**src/rtl/sequence_playback.sv**
```systemverilog
// sequence_playback: plays back a colour sequence on one-hot LEDs.
// Each step lights one LED for ON_CYCLES, then goes dark for OFF_CYCLES.
// Round r plays steps 0..r (r clamped to 32); a one-cycle done pulse ends it.
module sequence_playback #(
    parameter int ON_CYCLES  = 25000000,
    parameter int OFF_CYCLES = 12500000
) (
    input  logic             clk,
    input  logic             reset,
    input  logic [32:0][1:0] segment,
    input  logic [5:0]       round,
    input  logic             start,
    output logic [3:0]       leds,
    output logic             busy,
    output logic             done,
    output logic [5:0]       step
);

    localparam int MAXC = (ON_CYCLES > OFF_CYCLES) ? ON_CYCLES : OFF_CYCLES;
    localparam int CW   = (MAXC > 1) ? $clog2(MAXC + 1) : 1;
    localparam logic [CW-1:0] ON_LAST  = CW'(ON_CYCLES - 1);
    localparam logic [CW-1:0] OFF_LAST = CW'(OFF_CYCLES - 1);

    typedef enum logic [1:0] {
        S_IDLE = 2'd0,
        S_ON   = 2'd1,
        S_OFF  = 2'd2,
        S_DONE = 2'd3
    } state_t;

    state_t        state_q, state_d;
    logic [CW-1:0] cnt_q, cnt_d;
    logic [3:0]    leds_q, leds_d;
    logic          busy_q, busy_d;
    logic          done_q, done_d;
    logic [5:0]    step_q, step_d;
    logic [5:0]    round_q, round_d;

    function automatic logic [3:0] onehot(input logic [1:0] c);
        onehot = 4'b0001 << c;
    endfunction

    // State and registered outputs; reset aborts playback at once.
    always_ff @(posedge clk or posedge reset) begin
        if (reset) begin
            state_q <= S_IDLE;
            cnt_q   <= '0;
            leds_q  <= 4'b0000;
            busy_q  <= 1'b0;
            done_q  <= 1'b0;
            step_q  <= 6'd0;
            round_q <= 6'd0;
        end else begin
            state_q <= state_d;
            cnt_q   <= cnt_d;
            leds_q  <= leds_d;
            busy_q  <= busy_d;
            done_q  <= done_d;
            step_q  <= step_d;
            round_q <= round_d;
        end
    end

    // Next state and next outputs; counter clears on every state change.
    always_comb begin
        state_d = state_q;
        cnt_d   = cnt_q + CW'(1);
        leds_d  = leds_q;
        busy_d  = busy_q;
        done_d  = 1'b0;
        step_d  = step_q;
        round_d = round_q;
        case (state_q)
            S_IDLE: begin
                cnt_d = '0;
                if (start) begin
                    state_d = S_ON;
                    round_d = (round > 6'd32) ? 6'd32 : round;
                    step_d  = 6'd0;
                    leds_d  = onehot(segment[0]);
                    busy_d  = 1'b1;
                end
            end
            S_ON: begin
                if (cnt_q == ON_LAST) begin
                    state_d = S_OFF;
                    cnt_d   = '0;
                    leds_d  = 4'b0000;
                end
            end
            S_OFF: begin
                if (cnt_q == OFF_LAST) begin
                    cnt_d = '0;
                    if (step_q < round_q) begin
                        state_d = S_ON;
                        step_d  = step_q + 6'd1;
                        leds_d  = onehot(segment[step_q + 6'd1]);
                    end else begin
                        state_d = S_DONE;
                        done_d  = 1'b1;
                    end
                end
            end
            S_DONE: begin
                state_d = S_IDLE;
                cnt_d   = '0;
                busy_d  = 1'b0;
            end
            default: begin
                state_d = S_IDLE;
                cnt_d   = '0;
                leds_d  = 4'b0000;
                busy_d  = 1'b0;
            end
        endcase
    end

    assign leds = leds_q;
    assign busy = busy_q;
    assign done = done_q;
    assign step = step_q;

endmodule

```
**config.mk**
```make
export PLATFORM = sky130hd
export DESIGN_NAME = sequence_playback
export DESIGN_NICKNAME = d
export VERILOG_FILES = /design/src/rtl/sequence_playback.sv
export SDC_FILE = /design/constraint.sdc
export NUM_CORES = 1
export LEC_CHECK = 0
export CAP_MARGIN = 20
export CORE_MARGIN = 2
export CORE_UTILIZATION = 43
export DETAILED_ROUTE_END_ITERATION = 10
export HOLD_SLACK_MARGIN = 0.03
export PLACE_DENSITY_LB_ADDON = 0.05
export SLEW_MARGIN = 40
export SYNTH_ARGS = -nofsm -noshare
export SYNTH_HDL_FRONTEND = slang
export SYNTH_SLANG_ARGS = --single-unit
```
**constraint.sdc**
```tcl
create_clock -name clk -period 2.6 [get_ports clk]
set_clock_uncertainty 0.1 [all_clocks]
set_input_delay 0.52 -clock clk [delete_from_list [all_inputs] [get_ports clk]]
set_output_delay 0.52 -clock clk [all_outputs]
set_load 0.05 [all_outputs]
```
=== Word-level counts from Yosys, hierarchy flattened ===
Index checks and enable logic that the tools add are counted.

* Add/sub/neg operators: 2
* Order comparisons: 3
* Equality and inequality tests: 9
* Shifts and indexed selects: 2
* Muxes and demuxes: 25
* Reduce and logical (&&, ||, !) cells: 10

{| class="wikitable"
|+ Operator list
! kind !! number
|-
| $pmux W25 S3 || 1
|-
| $mux W25 || 2
|-
| $add A25 B1 Y25 const B || 1
|-
| $eq A25 B24 Y1 const B || 1
|-
| $eq A25 B25 Y1 const B || 1
|-
| $mux W6 || 4
|-
| $mux W4 || 4
|-
| $bmux W2 S6 || 1
|-
| $pmux W4 S3 || 1
|-
| $pmux W6 S2 || 1
|-
| $mux W2 || 5
|-
| $ne A2 B2 Y1 const B || 4
|-
| $pmux W2 S4 || 1
|-
| $shl A1 B2 Y4 const A || 2
|-
| $lt A6 B7 Y1 const B || 1
|-
| $add A6 B1 Y6 const B || 1
|-
| $gt A6 B6 Y1 const B || 1
|-
| $lt A6 B6 Y1 || 1
|-
| $reduce_and A5 Y1 || 1
|-
| $eq A2 B2 Y1 const B || 2
|-
| $mux W1 || 4
|-
| $reduce_and A2 Y1 || 2
|-
| $reduce_and A4 Y1 || 1
|-
| $reduce_bool A2 Y1 || 2
|-
| other kinds (6) || 6
|}

* Register bits: 45
* Output and inout bits: 12
* Logic and storage cells: 58

=== Depth between registers and ports, before layout ===
* Depth after elaboration: 7
* Gate-level depth with buffers: 10
* Mapped depth without buffers: 8

=== Worst setup path after synthesis ===
OpenSTA, ideal clock, no wires.

* Path kind: reg-to-reg
* From: register step_q[1], in the netlist step[1]
* To: register leds_q[0], in the netlist leds[0]
* Setup time: 0.064 ns
* Arrival time: 2.907 ns
* Required time: 2.436 ns
* Path slack: -0.471 ns
* Cell stages (with the launch flop): 8
* Path buffers: 1
* Cells stage by stage: dfrtp_1 -> ha_1 -> buf_4 -> xor2_1 -> mux4_2 -> o2111a_1 -> or3_4 -> a2bb2o_4

* Longest elaborated chain between the ends: 7

{| class="wikitable"
|+ RTL lines
! element !! line !! RTL
|-
| from (decl) || 36 || <nowiki>logic [5:0] step_q, step_d;</nowiki>
|-
| from (signal assigned) || 59 || <nowiki>step_q <= step_d;</nowiki>
|-
| $add A6 B1 Y6 || 97 || <nowiki>leds_d = onehot(segment[step_q + 6'd1]);</nowiki>
|-
| $bmux W2 S6 || 97 ||
|-
| $mux W2 (implied by the code) || 97 ||
|-
| $shl A1 B2 Y4 || 40 || <nowiki>onehot = 4'b0001 << c;</nowiki>
|-
| $mux W4 || 94 || <nowiki>if (step_q < round_q) begin</nowiki>
|-
| $mux W4 || 92 || <nowiki>if (cnt_q == OFF_LAST) begin</nowiki>
|-
| $pmux W4 S3 || 73 || <nowiki>case (state_q)</nowiki>
|-
| to (signal assigned) || 56 || <nowiki>leds_q <= leds_d;</nowiki>
|-
| to (decl) || 33 || <nowiki>logic [3:0] leds_q, leds_d;</nowiki>
|}

Parallel ways exist; a longest one is shown, timed or not. The select of a mux whose other input is x is not followed.
A chain may end at the register's enable or synchronous reset.

=== Worst setup path in the final report ===
* From: register step_q[0], in the netlist step[0]
* To: register leds_q[0], in the netlist leds[0]

The elaborated chain is that of the path after synthesis.

==> impl_metrics.ini <==
[run_status]
status = complete, but fails checks
violations = negative setup slack

[worst_hold_path]
hp-class = flip-flop to flip-flop

[place]
placed_cell_area_mm2 = 0.00412
place_hpwl_mm = 6.13
place_inst = 494
pre_cts_slack_ns = -0.312
portBuffers = 86
gp_congestion = 0.794

[timing]
setup-tns-final_ns = -0.0377
final-max-slew-violation-count = 0
period_share_pct = 101
setup_viol = 3
fmax_ghz = 0.381
hold-worst-slack_ns = 0.384
rsz0062_at_grt = yes
fin_ws_ns = -0.0237
final-hold-violation-count = 0
min_period_ns = 2.62
worst_pin_slew_ns = 0.700
slew_headroom_pct = 53.0

[layout]
antennaDiodeCount = 0
fin_util_pct = 62.4
design_area_mm2 = 0.00424
instances_no_fill = 502
drive_gt1_share_pct = 14.0
finalNetCount = 487
area_growth_pct = 41.1

[clock_tree]
cts_hold_buffers = 0
clock_latency_ns = 0.30
root_buffer = clkbuf_8
clock-sinks = 45
htreeDepth = 2
clkTransAtPathRegs_ns = 0.09
cts_buffers = 5
cts_tree = built
cts_buffer_depth = 2

[worst_setup_path]
worstSetupStartpointType = flip-flop
path_max_fanout = 7
end_kind = flip-flop
critPathMaxStageDelay_ns = 0.51
critPathTopFamily = multiplexers
crit_top_cell = mux4_2
cpMaxStageDelayCell = mux4_2
critPathKind = flip-flop to flip-flop
cp_num_buf_inv = 0
worstPathRequired_ns = 2.74
reg2reg_setup_slack_ns = -0.02
path_cells = ha_4 -> mux4_2 -> mux4_2 -> o2111a_1 -> or3_4 -> a2bb2o_4
arrival_ns = 2.76

[logic_synthesis]
synth_top_cell_by_area = dfrtp_1
yosysMostFrequentCell = dfrtp_1
synth_area_leaders = dfrtp_1, mux4_2, nand2_1
synth-edff-count = 0
ys_seq_elements = 45
syn_inst = 307
synthFlopType = dfrtp_1
yosysUniqueCellTypes = 52
seq_area_frac_synth_pct = 37.5
yosysWarnings = 0
async_reset_ff_share_pct = 100
synth.top_cell.area_share_pct = 37.5
synth_area_mm2 = 0.00301
avgSynthCellArea_um2 = 9.79
synthTopCellsByCount = dfrtp_1, nand2_1, nor2_1
syn_nets = 389

[detailed_routing]
drt_iter0_markers = 113
routed_wl_mm = 7.72
routed-via-count = 2642
detail_route.wl_per_cell_um = 15.4
dr.pass1.iters = 5
drc = 0
avgViaCountPerCell = 5.26
drtAntennaViolNets = 0

[global_routing]
use_met3_pct = 3.58
grt_pass1_wl_mm = 13.1
grt_max_degree = 26
use_met1_pct = 29.1
gr-usage-met2_pct = 38.2
gr-total-overflow = 0
grt.total_usage_pct = 22.0
antenna_found_initial = 0
grt_pass1_vias = 2626
busiest_layer = met2

[floorplanning]
core_mm2 = 0.00679
die_y_um = 87.6
dieArea_mm2 = 0.00768
die_w_um = 87.6
rows = 30
ios = 87
start_util_pct = 44.3

[power_and_ir_drop]
p_leak_nw = 1.75
totalPowerFinal_mw = 1.39
peakVddDrop_mv = 0.306
p_per_area_mw_per_mm2 = 327

[flow_run]
drv_cap = 0
## layout make-up
class / count / area (µm²)
multi-input combinational: 238 / 1820
fill: 585 / 2550
inverter: 10 / 37.5
timing repair buffer: 105 / 1030
sequential: 45 / 1130
tap: 96 / 120
clock inverter: 2 / 38.8
clock buffer: 6 / 72.6
## power breakdown
part | switching, mW | internal (mW)
logic | 0.0388 | 0.125
registers | 0 | 0.699
clock network | 0.237 | 0.289
## worst paths after layout
check                          from          to  cells past startpoint
setup / recovery            step[0]     leds[0]                      6
hold / removal             cnt_q[0]    cnt_q[0]                      1
setup reg to reg            step[0]     leds[0]                      6
hold reg to reg            cnt_q[0]    cnt_q[0]                      1
max in group asynchronous     reset    cnt_q[6]                      3
min in group asynchronous     reset  round_q[3]                      2
## cells by family (layout without fill, tap and decap cells)
group	count (synthesis)	after routing	share of synthesized area [%]
buffers and inverters	24	123	3.70
muxes	23	23	15.2
xor gates and xnor gates	26	26	7.57
DFF	45	45	37.5
and+or+nand+nor	140	140	23.8
adders and majority gates	7	7	2.91
AOI/OAI and AO/OA	42	42	9.41
## routing by layer
layer,wire (µm),vias up
met2,4050,49
met4,51,0
met3,291,4
met1,3320,1285
met5,0,-
li1,-,1304
## worst register-to-register path, cell delays in order, from the launching register on
cell and delay (ns):
dfrtp_2 0.50, ha_4 0.34, mux4_2 0.30, mux4_2 0.51, o2111a_1 0.25, or3_4 0.36
a2bb2o_4 0.22
## flip-flops by register name (all words and copies together), names as in the netlist
| signal | count |
|---|---|
| round_q | 6 |
| leds | 4 |
| cnt_q | 25 |
| done | 1 |
| state_q | 2 |
| step | 6 |
| busy | 1 |
## what timing repair did
action                     4_1_cts  5_1_grt
setup endpoints to repair        3        6
buffers inserted                 0        0
resized for setup                0        2
hold endpoints to repair         0        0
## cells in the final DEF, fill, tap and decap left out, drive strengths merged, types with 3 or more instances in the layout
cell,netlist,routed
nor2,31,31
clkdlybuf4s50,0,85
and4,3,3
or3,4,4
clkbuf,7,6
ha,7,7
a21oi,4,4
nand2b,11,11
nand3,19,19
and3,5,5
mux4,17,17
inv,10,9
nand2,37,37
o21ai,18,18
nor3,6,6
buf,7,20
xor2,14,14
xnor2,12,12
nor2b,4,4
nand4,5,5
mux2i,4,4
dfrtp,45,45
(Power assumes the default switching activity.)
